--- config.mk ---
export PLATFORM = sky130hd
export DESIGN_NAME = mem_copy_engine_flat
export DESIGN_NICKNAME = d
export VERILOG_FILES = /design/src/rtl/mem_copy_engine_if.sv /design/src/rtl/mem_copy_engine.sv /design/src/flat_wrapper.sv
export SDC_FILE = /design/constraint.sdc
export NUM_CORES = 1
export LEC_CHECK = 0
export ABC_AREA = 1
export ABC_CLOCK_PERIOD_IN_PS = 2750
export CORE_MARGIN = 2
export CORE_UTILIZATION = 60
export DETAILED_ROUTE_END_ITERATION = 10
export DONT_BUFFER_PORTS = 1
export GPL_ROUTABILITY_DRIVEN = 0
export MAX_ROUTING_LAYER = met4
export PLACE_DENSITY = 0.8
export SYNTH_ARGS = -nofsm -noshare
export SYNTH_HDL_FRONTEND = slang
export SYNTH_SLANG_ARGS = --single-unit
--- constraint.sdc ---
create_clock -name clock -period 2.75 [get_ports clock]
set_input_delay 0.275 -clock clock [delete_from_list [all_inputs] [get_ports clock]]
set_output_delay 0.275 -clock clock [all_outputs]
set_load 0.01 [all_outputs]
--- src/rtl/mem_copy_engine_if.sv ---
// Data-memory bus between the copy engine (master) and a word-addressed memory (slave).
// ReadData is registered by the memory on the falling edge while MemRead is high.
interface mem_copy_engine_if #(
    parameter int ADDR_W = 7,
    parameter int DATA_W = 32
);
    logic [ADDR_W-1:0] address;
    logic              MemRead;
    logic              MemWrite;
    logic [DATA_W-1:0] WriteData;
    logic [DATA_W-1:0] ReadData;

    modport master (
        output address,
        output MemRead,
        output MemWrite,
        output WriteData,
        input  ReadData
    );

    modport slave (
        input  address,
        input  MemRead,
        input  MemWrite,
        input  WriteData,
        output ReadData
    );
endinterface

--- src/rtl/mem_copy_engine.sv ---
// Word-by-word memory copy engine: alternates one READ and one WRITE cycle per word,
// ascending addresses with modulo wrap, fully registered (Moore) outputs.
module mem_copy_engine #(
    parameter int ADDR_W = 7,
    parameter int DATA_W = 32
) (
    input  logic              clock,
    input  logic              reset,
    input  logic              start,
    input  logic [ADDR_W-1:0] src_addr,
    input  logic [ADDR_W-1:0] dst_addr,
    input  logic [5:0]        word_count,
    output logic              busy,
    output logic              done,
    mem_copy_engine_if.master mem
);

    typedef enum logic [1:0] {IDLE, READ, WRITE, DONE} state_t;

    localparam logic [ADDR_W-1:0] ALIGN_MASK = ~ADDR_W'(3);
    localparam logic [ADDR_W-1:0] WORD_STEP  = ADDR_W'(4);

    state_t            state_q;
    logic [ADDR_W-1:0] srcAddr_q;
    logic [ADDR_W-1:0] dstAddr_q;
    logic [5:0]        remaining_q;

    logic [5:0]        countClamped_d;
    logic [ADDR_W-1:0] srcNext_d;
    logic [ADDR_W-1:0] dstNext_d;

    always_comb begin
        countClamped_d = (word_count > 6'd32) ? 6'd32 : word_count;
        srcNext_d      = srcAddr_q + WORD_STEP;
        dstNext_d      = dstAddr_q + WORD_STEP;
    end

    // WriteData doubles as the read buffer: it is loaded from ReadData on leaving READ
    // and is exactly what must be driven during WRITE.
    always_ff @(posedge clock or posedge reset) begin
        if (reset) begin
            state_q       <= IDLE;
            srcAddr_q     <= '0;
            dstAddr_q     <= '0;
            remaining_q   <= '0;
            mem.address   <= '0;
            mem.WriteData <= '0;
            mem.MemRead   <= 1'b0;
            mem.MemWrite  <= 1'b0;
            busy          <= 1'b0;
            done          <= 1'b0;
        end else begin
            unique case (state_q)
                IDLE: begin
                    done <= 1'b0;
                    if (start) begin
                        srcAddr_q   <= src_addr & ALIGN_MASK;
                        dstAddr_q   <= dst_addr & ALIGN_MASK;
                        remaining_q <= countClamped_d;
                        if (countClamped_d != 6'd0) begin
                            state_q     <= READ;
                            mem.address <= src_addr & ALIGN_MASK;
                            mem.MemRead <= 1'b1;
                            busy        <= 1'b1;
                        end else begin
                            state_q <= DONE;
                            done    <= 1'b1;
                        end
                    end
                end
                READ: begin
                    state_q       <= WRITE;
                    mem.WriteData <= mem.ReadData;
                    mem.address   <= dstAddr_q;
                    mem.MemRead   <= 1'b0;
                    mem.MemWrite  <= 1'b1;
                end
                WRITE: begin
                    srcAddr_q    <= srcNext_d;
                    dstAddr_q    <= dstNext_d;
                    remaining_q  <= remaining_q - 6'd1;
                    mem.MemWrite <= 1'b0;
                    if (remaining_q != 6'd1) begin
                        state_q     <= READ;
                        mem.address <= srcNext_d;
                        mem.MemRead <= 1'b1;
                    end else begin
                        state_q <= DONE;
                        busy    <= 1'b0;
                        done    <= 1'b1;
                    end
                end
                DONE: begin
                    state_q <= IDLE;
                    done    <= 1'b0;
                end
                default: begin
                    state_q <= IDLE;
                end
            endcase
        end
    end

endmodule

--- src/flat_wrapper.sv ---
// flat-port wrapper written by rule: the top's interface ports become plain ports
module mem_copy_engine_flat 
#(
    parameter int ADDR_W = 7,
    parameter int DATA_W = 32
)
  (clock, reset, start, src_addr, dst_addr, word_count, busy, done, mem_address, mem_MemRead, mem_MemWrite, mem_WriteData, mem_ReadData);
  mem_copy_engine_if #(.ADDR_W(ADDR_W), .DATA_W(DATA_W)) mem_i ();
  input  logic clock;
  input  logic reset;
  input  logic start;
  input  logic [ADDR_W-1:0] src_addr;
  input  logic [ADDR_W-1:0] dst_addr;
  input  logic [5:0] word_count;
  output logic busy;
  output logic done;
  output wire logic [$bits(mem_i.address)-1:0] mem_address;
  output wire logic [$bits(mem_i.MemRead)-1:0] mem_MemRead;
  output wire logic [$bits(mem_i.MemWrite)-1:0] mem_MemWrite;
  output wire logic [$bits(mem_i.WriteData)-1:0] mem_WriteData;
  input wire logic [$bits(mem_i.ReadData)-1:0] mem_ReadData;
  assign mem_address = mem_i.address;
  assign mem_MemRead = mem_i.MemRead;
  assign mem_MemWrite = mem_i.MemWrite;
  assign mem_WriteData = mem_i.WriteData;
  assign mem_i.ReadData = mem_ReadData;
  mem_copy_engine #(.ADDR_W(ADDR_W), .DATA_W(DATA_W)) u_core (.clock(clock), .reset(reset), .start(start), .src_addr(src_addr), .dst_addr(dst_addr), .word_count(word_count), .busy(busy), .done(done), .mem(mem_i));
endmodule
Yosys cells after proc, flatten, opt, wreduce, memory -nomap -nowiden
Index checks and enable logic that the tools add are counted.
{"block": "word_totals", "register_bits": 65, "inputBits": 55, "output_inout_bits": 43}
{"block": "op_classes", "add_sub_neg": 3, "magnitude_cmp": 1, "n_eq_ne": 8, "n_mux": 26, "reduce_logical": 10}
{"op": "2-to-1 mux 7 bit", "count": 5}
{"op": "case mux 7 bit (2 select lines)", "count": 2}
{"op": "case mux 7 bit (3 select lines)", "count": 1}
{"op": "adder 7 x 3 -> 7 bit, second input constant", "count": 2}
{"op": "2-to-1 mux 6 bit", "count": 2}
{"op": "case mux 6 bit (2 select lines)", "count": 1}
{"op": "case mux 2 bit (4 select lines)", "count": 1}
{"op": "AND reduction 4 bit", "count": 2}
{"op": "2-to-1 mux 1 bit", "count": 7}
{"op": "greater-than comparator 6 bit, second input constant", "count": 1}
{"op": "2-to-1 mux 2 bit", "count": 3}
{"op": "!= test 6 x 1 -> 1 bit, second input constant", "count": 1}
{"op": "case mux 1 bit (3 select lines)", "count": 2}
{"op": "nonzero test 3 bit", "count": 2}
{"op": "nonzero test 6 bit", "count": 1}
{"op": "subtractor 6 x 1 -> 6 bit, second input constant", "count": 1}
{"op": "== test 2 bit, second input constant", "count": 2}
{"op": "!= test 2 x 1 -> 1 bit, second input constant", "count": 2}
{"op": "!= test 2 bit, second input constant", "count": 2}
{"op": "case mux 1 bit (2 select lines)", "count": 2}
{"op": "AND reduction 2 bit", "count": 2}
{"op": "nonzero test 2 bit", "count": 2}
{"op": "== test 2 x 1 -> 1 bit, second input constant", "count": 1}
{"op": "logical NOT 2 bit", "count": 1}

Logic depth before layout (Yosys ltp)
Gate-level depths: netlist (run 1).
{"block": "depth", "depth_word": 6, "ltp_mapped": 10, "depth_no_buf": 9}

Least setup slack after synthesis (run 1)
OpenSTA, ideal clock, no wires.
{"block": "synth_path", "path_kind": "register to register", "from": "register u_core.state_q[0]", "to": "register u_core.dstAddr_q[5]", "setup_time_ns": 0.126, "t_arrival_ns": 1.328, "t_required_ns": 2.624, "path_slack_ns": 1.296, "path_stages_with_launch": 9, "synth_period_minus_slack_ns": 1.454, "cell_sequence": "dfrtp_1 inv_1 ha_1 buf_6 o21ai_2 inv_4 buf_6 o21ai_2 o22ai_2"}
{"block": "synth_between", "elab_chain_cells": 3, "word_cells_on_any_way": 6, "cone_classes": "eq/ne: 2; mux: 1; reduce/logical: 3"}
{"element": "start: declaration", "line": "mem_copy_engine.sv:23", "source": "state_t state_q;"}
{"element": "start signal: assignment", "line": "mem_copy_engine.sv:42", "source": "state_q <= IDLE;"}
{"element": "start signal: assignment", "line": "mem_copy_engine.sv:61", "source": "state_q <= READ;"}
{"element": "start signal: assignment", "line": "mem_copy_engine.sv:66", "source": "state_q <= DONE;"}
{"element": "== test 2 bit / logical NOT 2 bit (equally long branches)", "line": "mem_copy_engine.sv:53", "source": "unique case (state_q)"}
{"element": "nonzero test 2 bit (no line) / != test 2 bit (equally long branches)"}
{"element": "AND reduction 2 bit (no line)"}
{"element": "end signal: assignment", "line": "mem_copy_engine.sv:58", "source": "dstAddr_q <= dst_addr & ALIGN_MASK;"}
{"element": "end signal: assignment", "line": "mem_copy_engine.sv:80", "source": "dstAddr_q <= dstNext_d;"}
{"element": "end: declaration", "line": "mem_copy_engine.sv:25", "source": "logic [ADDR_W-1:0] dstAddr_q;"}
Several ways; a longest one is shown, not always the timed one.
A chain may end at the register's enable or synchronous reset.

Worst setup path in the final report (run 1)
{"block": "layout_path", "from": "register u_core.state_q[0]", "to": "register u_core.mem.address[2]"}
{"block": "layout_between", "elab_chain_cells": 3, "word_cells_on_any_way": 9, "cone_classes": "eq/ne: 5; mux: 1; reduce/logical: 3"}
{"element": "== test 2 bit (tied with other cells)", "line": "mem_copy_engine.sv:53"}
{"element": "!= test 2 x 1 -> 1 bit (no line) (tied with other cells)"}
{"element": "AND reduction 4 bit (no line)"}
{"element": "end signal: assignment", "line": "mem_copy_engine.sv:62", "source": "mem.address <= src_addr & ALIGN_MASK;"}
{"element": "end signal: assignment", "line": "mem_copy_engine.sv:74", "source": "mem.address <= dstAddr_q;"}
{"element": "end signal: assignment", "line": "mem_copy_engine.sv:85", "source": "mem.address <= srcNext_d;"}
{"element": "end: declaration", "line": "mem_copy_engine_if.sv:14", "source": "output address,"}
Several ways; a longest one is shown, not always the timed one.

==> results of run 1 <==
-- Yosys cell counts (4+ instances only) --
library cell    n
o21ai_0        16
o21ai_1        11
nand2_1       140
buf_6           6
ha_1            8
inv_1          27
nor2_1         11
buf_2           5
o21ai_2         4
nand3_1        16
dfrtp_1        60
a21oi_1        15
a31oi_1         4
-- final cells by class --
cell class              instances  area, µm²  share of cell area
multi-input cells             246       1182              0.3756
repair buffers                  7      55.05             0.01749
flip-flops and latches         60       1501              0.4769
inverters                      30      117.6             0.03736
clock buffers                  11      151.4             0.04809
well taps                      54      67.56             0.02146
clock inverters                 4      72.57             0.02305
-- power groups by stage --
stage               Clock [mW]  Sequential (mW)  Combinational (mW)
floorplan                    0             1.72                1.50
global placement             0             1.80                1.64
detailed placement           0             1.81                1.73
CTS                      0.905             1.81                1.73
global route             0.957             1.87                2.00
finish                   0.886             1.81                1.72
-- per-layer routing --
layer | wire length (µm) | part of all wire | vias up | global-route usage
met4 | 70 | 0.012 | 0 | 0.09697
met5 | 0 | 0 | - | -
met2 | 2903 | 0.49 | 71 | 0.3671
met1 | 2532 | 0.43 | 1050 | 0.3118
met3 | 422 | 0.071 | 6 | 0.08368
li1 | - | - | 1129 | -
-- state kept, by name (all words and copies together), names as in the netlist --
register / count
u_core.busy: 1
u_core.done: 1
u_core.dstAddr_q: 5
u_core.mem.MemRead: 1
u_core.mem.MemWrite: 1
u_core.mem.WriteData: 32
u_core.mem.address: 6
u_core.remaining_q: 6
u_core.srcAddr_q: 5
u_core.state_q: 2
-- cells by family after synthesis --
logic type      after synthesis
compound gates               58
buf+inv                      45
fa+ha+maj                     8
simple gates                180
flops                        60
-- what timing repair did --
item | in CTS | in global routing
hold buffers | 1 | 0
endpoints found under the hold margin | 28 | 0
setup buffers | 0 | 0
-- per-stage QoR --
| step | hold slack (ns) | utilization | std cells | total power [mW] |
|---|---|---|---|---|
| detailed placement | 0.2734 | 0.6211 | 396 | 3.538 |
| global route | 0.04481 | 0.6709 | 412 | 4.829 |
| global placement | 0.2671 | 0.6211 | 396 | 3.444 |
| finish | 0.05506 | 0.6709 | 412 | 4.410 |
| CTS | 0.03899 | 0.6709 | 412 | 4.442 |
| floorplan | 0.3875 | - | 351 | 3.222 |
-- worst register-to-register path, stage by stage (launching register included) --
cell,delay [ns]
dfrtp_1,0.42
inv_1,0.11
ha_1,0.49
inv_4,0.19
or2_1,0.28
o211ai_1,0.09
o21ai_1,0.08
o21ai_1,0.14
-- final timing paths --
path / endpoint / slack [ns] / cells after the start
setup reg to reg: u_core.mem.address[2] / 0.89 / 7
hold reg to reg: u_core.remaining_q[2] / 0.52 / 1
max in group asynchronous: u_core.mem.WriteData[24] / 1.61 / 3
setup / recovery: u_core.mem.address[2] / 0.89 / 7
min in group asynchronous: u_core.mem.WriteData[31] / 0.49 / 2
hold / removal: u_core.mem.WriteData[0] / 0.06 / 2
==> flow_metrics.py, run 1 <==
metrics = {
    "timing": {
        "setup-tns-final_ns": 0,
        "post-route-period-util": 0.6768,
        "setup_viol_count_final": 0,
        "rsz0062_at_grt": "no",
        "worst_pin_slew_ns": 0.6132,
        "hold_viol": 0,
        "setup_ws_ns": 0.8887,
        "max_slew_margin": 0.5906,
        "skew_ns": 0.005962,
        "timing.fmax_mhz": 537.3,
        "fin_crit_ns": 1.861,
        "final-max-slew-violation-count": 0,
    },
    "placement": {
        "port_buffers": 0,
        "dp_hpwl_um": 4206,
        "pre_cts_slack_ns": 0.8866,
        "placed_area_um2": 2914,
    },
    "yosys": {
        "synth-xor-area-share": 0,
        "synth_flop_cell": "dfrtp_1",
        "syn_area_um2": 2913,
        "async_flop_share": 1.000,
        "postSynthCellCount": 351,
        "yosysWarningCount": 0,
        "synth.mux.area_fraction": 0,
        "synth-seq-area-share": 0.5155,
        "synth_top_family_by_area": "simple AND/OR/NAND/NOR gates",
        "synth_enable_flop_cells": 0,
        "ys_top_cells_by_area": "dfrtp_1, nand2_1, inv_1",
        "synth_compound_area_frac": 0.1173,
        "yosys.area.top_type": "dfrtp_1",
        "syn-num-nets": 414,
        "synth.distinct_cells": 29,
        "synthSimpleGateAreaFrac": 0.2543,
        "synth_top_area_frac": 0.5155,
        "synth_fa_ha_area_frac": 0.03436,
        "ys_ff_latch": 60,
        "syn_avg_cell_area_um2": 8.299,
    },
    "final_layout": {
        "nFillCells": 384,
        "design_area_um2": 3148,
        "antenna_cells": 0,
        "final_common_cell": "nand2_1",
        "syn2layout_area_growth_pct": 8.076,
        "layout_common_cells": "nand2_1, dfrtp_1, inv_1",
        "drive_gt1_frac": 0.1089,
        "fin_nets": 417,
    },
    "clock_tree": {
        "worstSkewPairLatency_ns": 0.33,
        "cts_htree_levels": 3,
        "numCtsBuffers": 9,
        "cts.sinks": 60,
        "path_clk_slew_ns": 0.07,
        "clock_path_buffers": 2,
        "cts_resized": 0,
        "cts_tree": "done",
        "root_buffer": "clkbuf_8",
    },
    "power": {
        "clockPowerShare": 0.201,
        "switching_share": 0.4339,
        "p_comb_frac": 0.389,
        "power_density_nw_per_um2": 1401,
        "p_leak_nw": 1.629,
        "switchingPower_mw": 1.914,
        "internal_power_mw": 2.496,
        "vdd_drop_max_v": 0.0006248,
        "seqPwrFrac": 0.410,
    },
    "setup_path": {
        "criticalPathCategory": "register to register",
        "cp_slowest_cell": "ha_1",
        "r2r_start": "u_core.state_q[0]",
        "cp_data_arrival_time_ns": 2.11,
        "cp_cell_sequence": "inv_1 -> ha_1 -> inv_4 -> or2_1 -> o211ai_1 -> o21ai_1 -> o21ai_1",
        "startpoint": "u_core.state_q[0]",
        "start_kind": "register",
        "crit_path_frequent_cell": "o21ai_1",
        "crit_path_max_fanout": 19,
        "crit_path_end_kind": "register",
        "worstPathRequired_ns": 3.00,
        "path_buf_inv": 2,
        "worst_path_dominant_cell_family": "adder cells",
        "slowest_delay_ns": 0.49,
    },
    "flow_run": {
        "max_cap_violations": 0,
    },
    "die": {
        "start_util": 0.6208,
        "rows": 25,
        "pin_count": 98,
        "die_h_um": 73.68,
        "die_area_um2": 5428,
        "die_w_um": 73.68,
        "core-area_um2": 4692,
    },
    "global_routing": {
        "grt_pass1_wl_um": 9839,
        "grt_overflow_total": 0,
        "track_usage": 0.2469,
        "antenna_found_initial": 0,
        "first_global_vias": 2150,
        "grt_max_degree": 38,
    },
    "routing": {
        "detailedRoute.firstIterationViolations": 129,
        "wl_um": 5929,
        "vias": 2256,
        "wl_per_cell_um": 14.39,
        "firstDrtPassIters": 4,
        "post-route-drc-count": 0,
        "ant_nets": 0,
        "vias_per_cell": 5.476,
    },
    "status": {
        "outcome": "complete, no violations",
    },
    "min_path": {
        "hold_class": "primary input to register",
        "hp-start": "mem_ReadData[0]",
    },
}
Note: power is estimated with default switching activity, not from simulation.
==> inputs of run 2 (changes only) <==
ABC_AREA = 0   (was 1)
ABC_CLOCK_PERIOD_IN_PS = 1500   (was 2750)
CORE_UTILIZATION = 56   (was 60)
PLACE_DENSITY = 0.78   (was 0.8)
clock period = 1.5 ns   (was 2.75 ns; I/O delays follow)
==> run 2 against run 1 <==
The run now ends with negative setup slack left. Cell count decreased by 2.9%. Maximum frequency increased by 1.2%. Register-to-register slack got worse by 1.2 ns. Combinational power increased to 3.1 times the previous value. Critical endpoint unchanged.
==> flow_metrics.py, run 2 <==
metrics = {
    "status": {
        "outcome": "finished with violations",
        "violations": "negative setup slack",
    },
    "setup_path": {
        "slowest_delay_ns": 0.45,
        "crit_path_max_fanout": 7,
        "path_buf_inv": 1,
        "cp_slowest_cell": "or3b_4",
        "worstPathRequired_ns": 1.73,
        "crit_path_end_kind": "register",
        "cp_data_arrival_time_ns": 2.07,
        "cp_cell_sequence": "inv_2 -> ha_4 -> nor2b_4 -> a31o_1 -> or3b_4 -> mux2_4",
        "path_depth": 6,
        "start_kind": "register",
        "criticalPathCategory": "register to register",
        "rr_worst_depth": 6,
        "worst_path_dominant_cell_family": "simple AND/OR/NAND/NOR gates",
    },
    "clock_tree": {
        "root_buffer": "clkbuf_8",
        "worstSkewPairLatency_ns": 0.34,
        "clock_path_buffers": 2,
        "cts_tree": "done",
        "path_clk_slew_ns": 0.07,
        "numCtsBuffers": 9,
        "cts_htree_levels": 3,
        "cts.sinks": 60,
    },
    "power": {
        "p_leak_nw": 1.755,
        "vdd_drop_max_v": 0.001703,
        "p_total_mw": 10.18,
        "power_density_nw_per_um2": 2500,
    },
    "global_routing": {
        "grt_max_degree": 61,
        "first_global_vias": 2268,
        "antenna_found_initial": 0,
        "track_usage": 0.2667,
        "grt_overflow_total": 0,
        "grt_pass1_wl_um": 10700,
    },
    "yosys": {
        "syn_avg_cell_area_um2": 11.44,
        "synth_top_area_frac": 0.5229,
        "postSynthCellCount": 251,
        "synthTopCellsByCount": "dfrtp_1, mux2_2, a21oi_1",
        "syn_area_um2": 2872,
        "ys_top_cells_by_area": "dfrtp_1, mux2_2, ha_1",
        "async_flop_share": 1.000,
        "yosysWarningCount": 0,
        "synth-seq-area-share": 0.5229,
        "yosys.area.top_type": "dfrtp_1",
        "yosysMostFrequentCell": "dfrtp_1",
        "synth.distinct_cells": 42,
        "syn-num-nets": 314,
        "ys_ff_latch": 60,
        "synth_enable_flop_cells": 0,
        "synth_flop_cell": "dfrtp_1",
    },
    "timing": {
        "max_slew_margin": 0.7889,
        "fin_crit_ns": 1.840,
        "rsz0062_at_grt": "yes",
        "hold_viol": 0,
        "skew_ns": 0.01036,
        "timing.fmax_mhz": 543.5,
        "post-route-period-util": 1.227,
        "final-max-slew-violation-count": 0,
        "setup_ws_ns": -0.3398,
        "worst_pin_slew_ns": 0.3166,
        "setup_viol_count_final": 56,
    },
    "routing": {
        "wl_um": 8350,
        "firstDrtPassIters": 6,
        "post-route-drc-count": 0,
        "detailedRoute.firstIterationViolations": 235,
        "wl_per_cell_um": 20.88,
        "ant_nets": 0,
        "vias": 2385,
        "vias_per_cell": 5.963,
    },
    "final_layout": {
        "layout_common_cells": "dfrtp_1, dlygate4sd3_1, mux2_2",
        "top_regs": "u_core.mem.WriteData x32, u_core.mem.address x6, u_core.remaining_q x6",
        "largest_register_ffs": 32,
        "antenna_cells": 0,
        "max_flop_register": "u_core.mem.WriteData",
        "nFillCells": 285,
        "seq_area_um2": 1503,
        "final_core_util": 0.8079,
        "drive_gt1_frac": 0.3545,
        "multi_input_area_um2": 1381,
        "final_common_cell": "dfrtp_1",
        "syn2layout_area_growth_pct": 41.87,
        "fin_nets": 388,
    },
    "placement": {
        "port_buffers": 0,
        "dp_hpwl_um": 4303,
    },
    "die": {
        "die_w_um": 75.61,
        "die_area_um2": 5716,
        "rows": 26,
        "pin_count": 98,
        "core-area_um2": 5042,
        "die_h_um": 75.61,
        "start_util": 0.5695,
    },
    "flow_run": {
        "max_cap_violations": 0,
    },
    "min_path": {
        "hold_class": "primary input to register",
        "hold_depth": 2,
    },
}
## run 2: cell count changes after synthesis, moves of 5 or more
cell / delta
nand2_1: -128
mux2_2: +33
inv_1: -17
o21ai_1: -11
mux2i_1: +7
clkbuf_1: +6
buf_2: -5
buf_6: -5
mux2_4: +5
## run 2: repair_timing
item,CTS,global route
gates cloned,2,5
endpoints found under the hold margin,94,0
hold buffers,35,0
endpoints found under the setup margin,55,42
setup buffers,1,7
pin swaps,2,7
gates resized for setup,17,20
## run 2: per-stage QoR
| stage | hold slack (ns) | std cells | TNS (ns) | instance area (µm²) | setup slack [ns] |
|---|---|---|---|---|---|
| final | 0.01146 | 400 | -6.126 | 4074 | -0.3398 |
| after global routing | 0.008030 | 400 | -9.170 | 4074 | -0.3967 |
| after CTS | 0.01124 | 389 | -2.733 | 3806 | -0.3004 |
| after detailed placement | 0.1333 | 336 | -7.721 | 3151 | -0.3881 |
| after global placement | 0.1288 | 336 | -6.532 | 3151 | -0.3655 |
| after floorplan | 0.2559 | 251 | -3.704 | 2894 | -0.3313 |
## run 2: path summary, 6_finish.rpt
| check | to | startpoint | slack (ns) |
|---|---|---|---|
| max in group asynchronous | u_core.state_q[1] | reset | 0.84 |
| min in group asynchronous | u_core.mem.WriteData[28] | reset | 0.38 |
| worst min register to register | u_core.srcAddr_q[3] | u_core.srcAddr_q[3] | 0.56 |
| worst min-delay path | u_core.remaining_q[3] | word_count[3] | 0.01 |
| worst max register to register | u_core.mem.address[2] | u_core.state_q[0] | -0.34 |
| worst max-delay path | u_core.mem.address[2] | u_core.state_q[0] | -0.34 |
## run 2: worst register-to-register path: stages (launching register included)
cell and delay (ns):
dfrtp_1 0.37, inv_2 0.09, ha_4 0.19, nor2b_4 0.12
a31o_1 0.20, or3b_4 0.45, mux2_4 0.32
## run 2: cell families after synthesis
| logic type | Yosys count | synth area share |
|---|---|---|
| AO/OA/AOI/OAI | 56 | 0.1211 |
| XOR/XNOR | 3 | 0.009152 |
| adder cells (fa/ha/maj) | 8 | 0.03486 |
| buffers and inverters | 25 | 0.03791 |
| flip-flops | 60 | 0.5229 |
| multiplexers | 45 | 0.1800 |
| AND/OR/NAND/NOR | 54 | 0.09412 |
## run 2: power breakdown
part / switching [mW] / internal [mW]
sequential: 0.935 / 2.45
combinational: 2.33 / 2.96
clock: 0.660 / 0.860
## run 2: layout make-up
type,count,share of cell area
inverters,11,0.01167
clock inverters,3,0.01106
clock buffers,13,0.03900
flip-flops and latches,60,0.3689
well taps,70,0.02150
repair buffers,77,0.2088
multi-input cells,166,0.3391
## run 2: per-layer routing
metal	global-route usage	up-vias	wire length (µm)
li1	-	1058	-
met1	0.3094	1163	3257
met2	0.4386	121	4251
met3	0.06481	43	517
met4	0.1209	0	323
met5	-	-	0
==> inputs of run 3 (changes only) <==
ABC_CLOCK_PERIOD_IN_PS = 1600   (was 1500)
clock period = 1.6 ns   (was 1.5 ns; I/O delays follow)
==> run 3 against run 2 <==
The run still ends with negative setup slack left. Flip-flop and latch count stayed put. Routed wire length fell by 13%. Core utilization decreased by 4.1 points. Design area decreased by 5.0%. Worst setup slack improved by 0.13 ns. Clock skew shrank 0.0010 ns. Combinational power shrank 23%. Power fell by 14%. Critical endpoint is now u_core.mem.address[4].
==> flow_metrics.py, run 3 (synthesis gave the netlist of run 2 again) <==
metrics = {
    "setup_path": {
        "worstPathRequired_ns": 1.83,
        "crit_path_end_kind": "register",
        "crit_path_max_fanout": 7,
        "start_kind": "register",
        "criticalPathCategory": "register to register",
        "cp_data_arrival_time_ns": 2.04,
        "reg2reg_slack_ns": -0.21,
    },
    "final_layout": {
        "layout_common_cells": "dfrtp_1, dlygate4sd3_1, mux2_2",
        "syn2layout_area_growth_pct": 34.73,
        "design_area_um2": 3869,
        "final_cells": 394,
        "final_common_cell": "dfrtp_1",
        "max_flop_register": "u_core.mem.WriteData",
        "antenna_cells": 0,
        "largest_register_ffs": 32,
        "top_regs": "u_core.mem.WriteData x32, u_core.mem.address x6, u_core.remaining_q x6",
        "drive_gt1_frac": 0.3272,
        "fin_nets": 382,
        "nFillCells": 330,
    },
    "routing": {
        "wl_um": 7234,
        "firstDrtPassIters": 4,
        "vias_per_cell": 5.817,
        "post-route-drc-count": 0,
        "detailedRoute.firstIterationViolations": 170,
        "vias": 2292,
        "ant_nets": 0,
        "wl_per_cell_um": 18.36,
    },
    "clock_tree": {
        "root_buffer": "clkbuf_8",
        "cts_tree": "done",
        "path_clk_slew_ns": 0.07,
        "clock_path_buffers": 2,
        "numCtsBuffers": 9,
        "cts_htree_levels": 3,
        "cts.sinks": 60,
        "worstSkewPairLatency_ns": 0.34,
    },
    "timing": {
        "timing.fmax_mhz": 552.9,
        "hold_viol": 0,
        "post-route-period-util": 1.130,
        "final-max-slew-violation-count": 0,
        "setup_ws_ns": -0.2087,
        "holdWs_ns": 0.01657,
        "setup_viol_count_final": 9,
        "worst_pin_slew_ns": 0.5426,
        "fin_crit_ns": 1.809,
        "setup-tns-final_ns": -1.394,
        "rsz0062_at_grt": "yes",
        "skew_ns": 0.009366,
        "max_slew_margin": 0.6375,
    },
    "die": {
        "core-area_um2": 5042,
        "rows": 26,
        "die_h_um": 75.61,
        "pin_count": 98,
        "die_w_um": 75.61,
        "start_util": 0.5695,
        "die_area_um2": 5716,
    },
    "flow_run": {
        "max_cap_violations": 0,
    },
    "placement": {
        "port_buffers": 0,
        "dp_cells": 335,
        "placed_area_um2": 3131,
        "dp_hpwl_um": 4420,
    },
    "status": {
        "outcome": "finished with violations",
        "violations": "negative setup slack",
    },
    "power": {
        "power_density_nw_per_um2": 2269,
        "vdd_drop_max_v": 0.001389,
        "p_leak_nw": 1.672,
    },
    "global_routing": {
        "grt_overflow_total": 0,
        "grt_max_degree": 38,
        "track_usage": 0.2610,
        "grt_pass1_wl_um": 10430,
        "antenna_found_initial": 0,
        "first_global_vias": 2133,
    },
    "min_path": {
        "hold_class": "primary input to register",
    },
}
run 3: cell types whose count changed in the layout (fill, tap and decap cells not counted), sizes merged:
cell and delta:
dlygate4sd3 +1, inv -1, clkinv +1, buf -1, clkbuf -7, clkinvlp +1
bufinv +1, clkdlybuf4s15 -1
run 3: final cells by class:
| cell class | count | area, µm² | share of cell area |
|---|---|---|---|
| flip-flops and latches | 60 | 1501 | 0.3881 |
| multi-input cells | 166 | 1333 | 0.3444 |
| repair buffers | 71 | 663.1 | 0.1714 |
| clock buffers | 11 | 151.4 | 0.03913 |
| well taps | 70 | 87.58 | 0.02264 |
| clock inverters | 5 | 83.83 | 0.02167 |
| inverters | 11 | 48.80 | 0.01261 |
run 3: through the flow:
| stage | util | worst slack (ns) | power [mW] |
|---|---|---|---|
| 2_1_floorplan | - | -0.2313 | 5.564 |
| 3_3_place_gp | 0.6208 | -0.2635 | 6.469 |
| 3_5_place_dp | 0.6208 | -0.3150 | 6.638 |
| 4_1_cts | 0.7467 | -0.1981 | 8.412 |
| 5_1_grt | 0.7672 | -0.2679 | 9.331 |
| 6_report | 0.7672 | -0.2087 | 8.780 |
run 3: report_power, final:
| part | leakage, nW | internal [mW] | switching (mW) | total (mW) |
|---|---|---|---|---|
| sequential | 0.703 | 2.29 | 0.855 | 3.15 |
| clock | 0.112 | 0.964 | 0.622 | 1.59 |
| combinational | 0.857 | 2.24 | 1.81 | 4.05 |
run 3: timing repair:
item | CTS | global route
setup endpoints to repair | 24 | 45
buffers inserted | 3 | 3
hold buffers | 36 | 0
gates resized for setup | 5 | 19
pin swaps | 0 | 1
cloned | 0 | 1
endpoints found under the hold margin | 58 | 0
run 3: critical path, cell delays in order, from the launching register on:
cell and delay, ns:
dfrtp_1 0.38, inv_2 0.07, ha_4 0.17, nor2b_4 0.12
a31o_1 0.19, or3b_4 0.45, mux2_4 0.32
run 3: final timing paths:
path	startpoint	cells past startpoint	end
max in group asynchronous	reset	3	u_core.state_q[1]
min in group asynchronous	reset	2	u_core.mem.WriteData[5]
setup reg to reg	u_core.state_q[1]	6	u_core.mem.address[4]
hold / removal	start	2	u_core.remaining_q[3]
hold reg to reg	u_core.srcAddr_q[3]	2	u_core.srcAddr_q[3]
setup / recovery	u_core.state_q[1]	6	u_core.mem.address[4]
run 3: per-layer routing:
layer / vias up / track usage / wire [µm] / part of all wire
met4: 0 / 0.1189 / 165 / 0.023
met1: 1145 / 0.3094 / 2779 / 0.38
met3: 17 / 0.04894 / 387 / 0.053
met5: - / - / 0 / 0
met2: 89 / 0.4329 / 3901 / 0.54
li1: 1041 / - / - / -
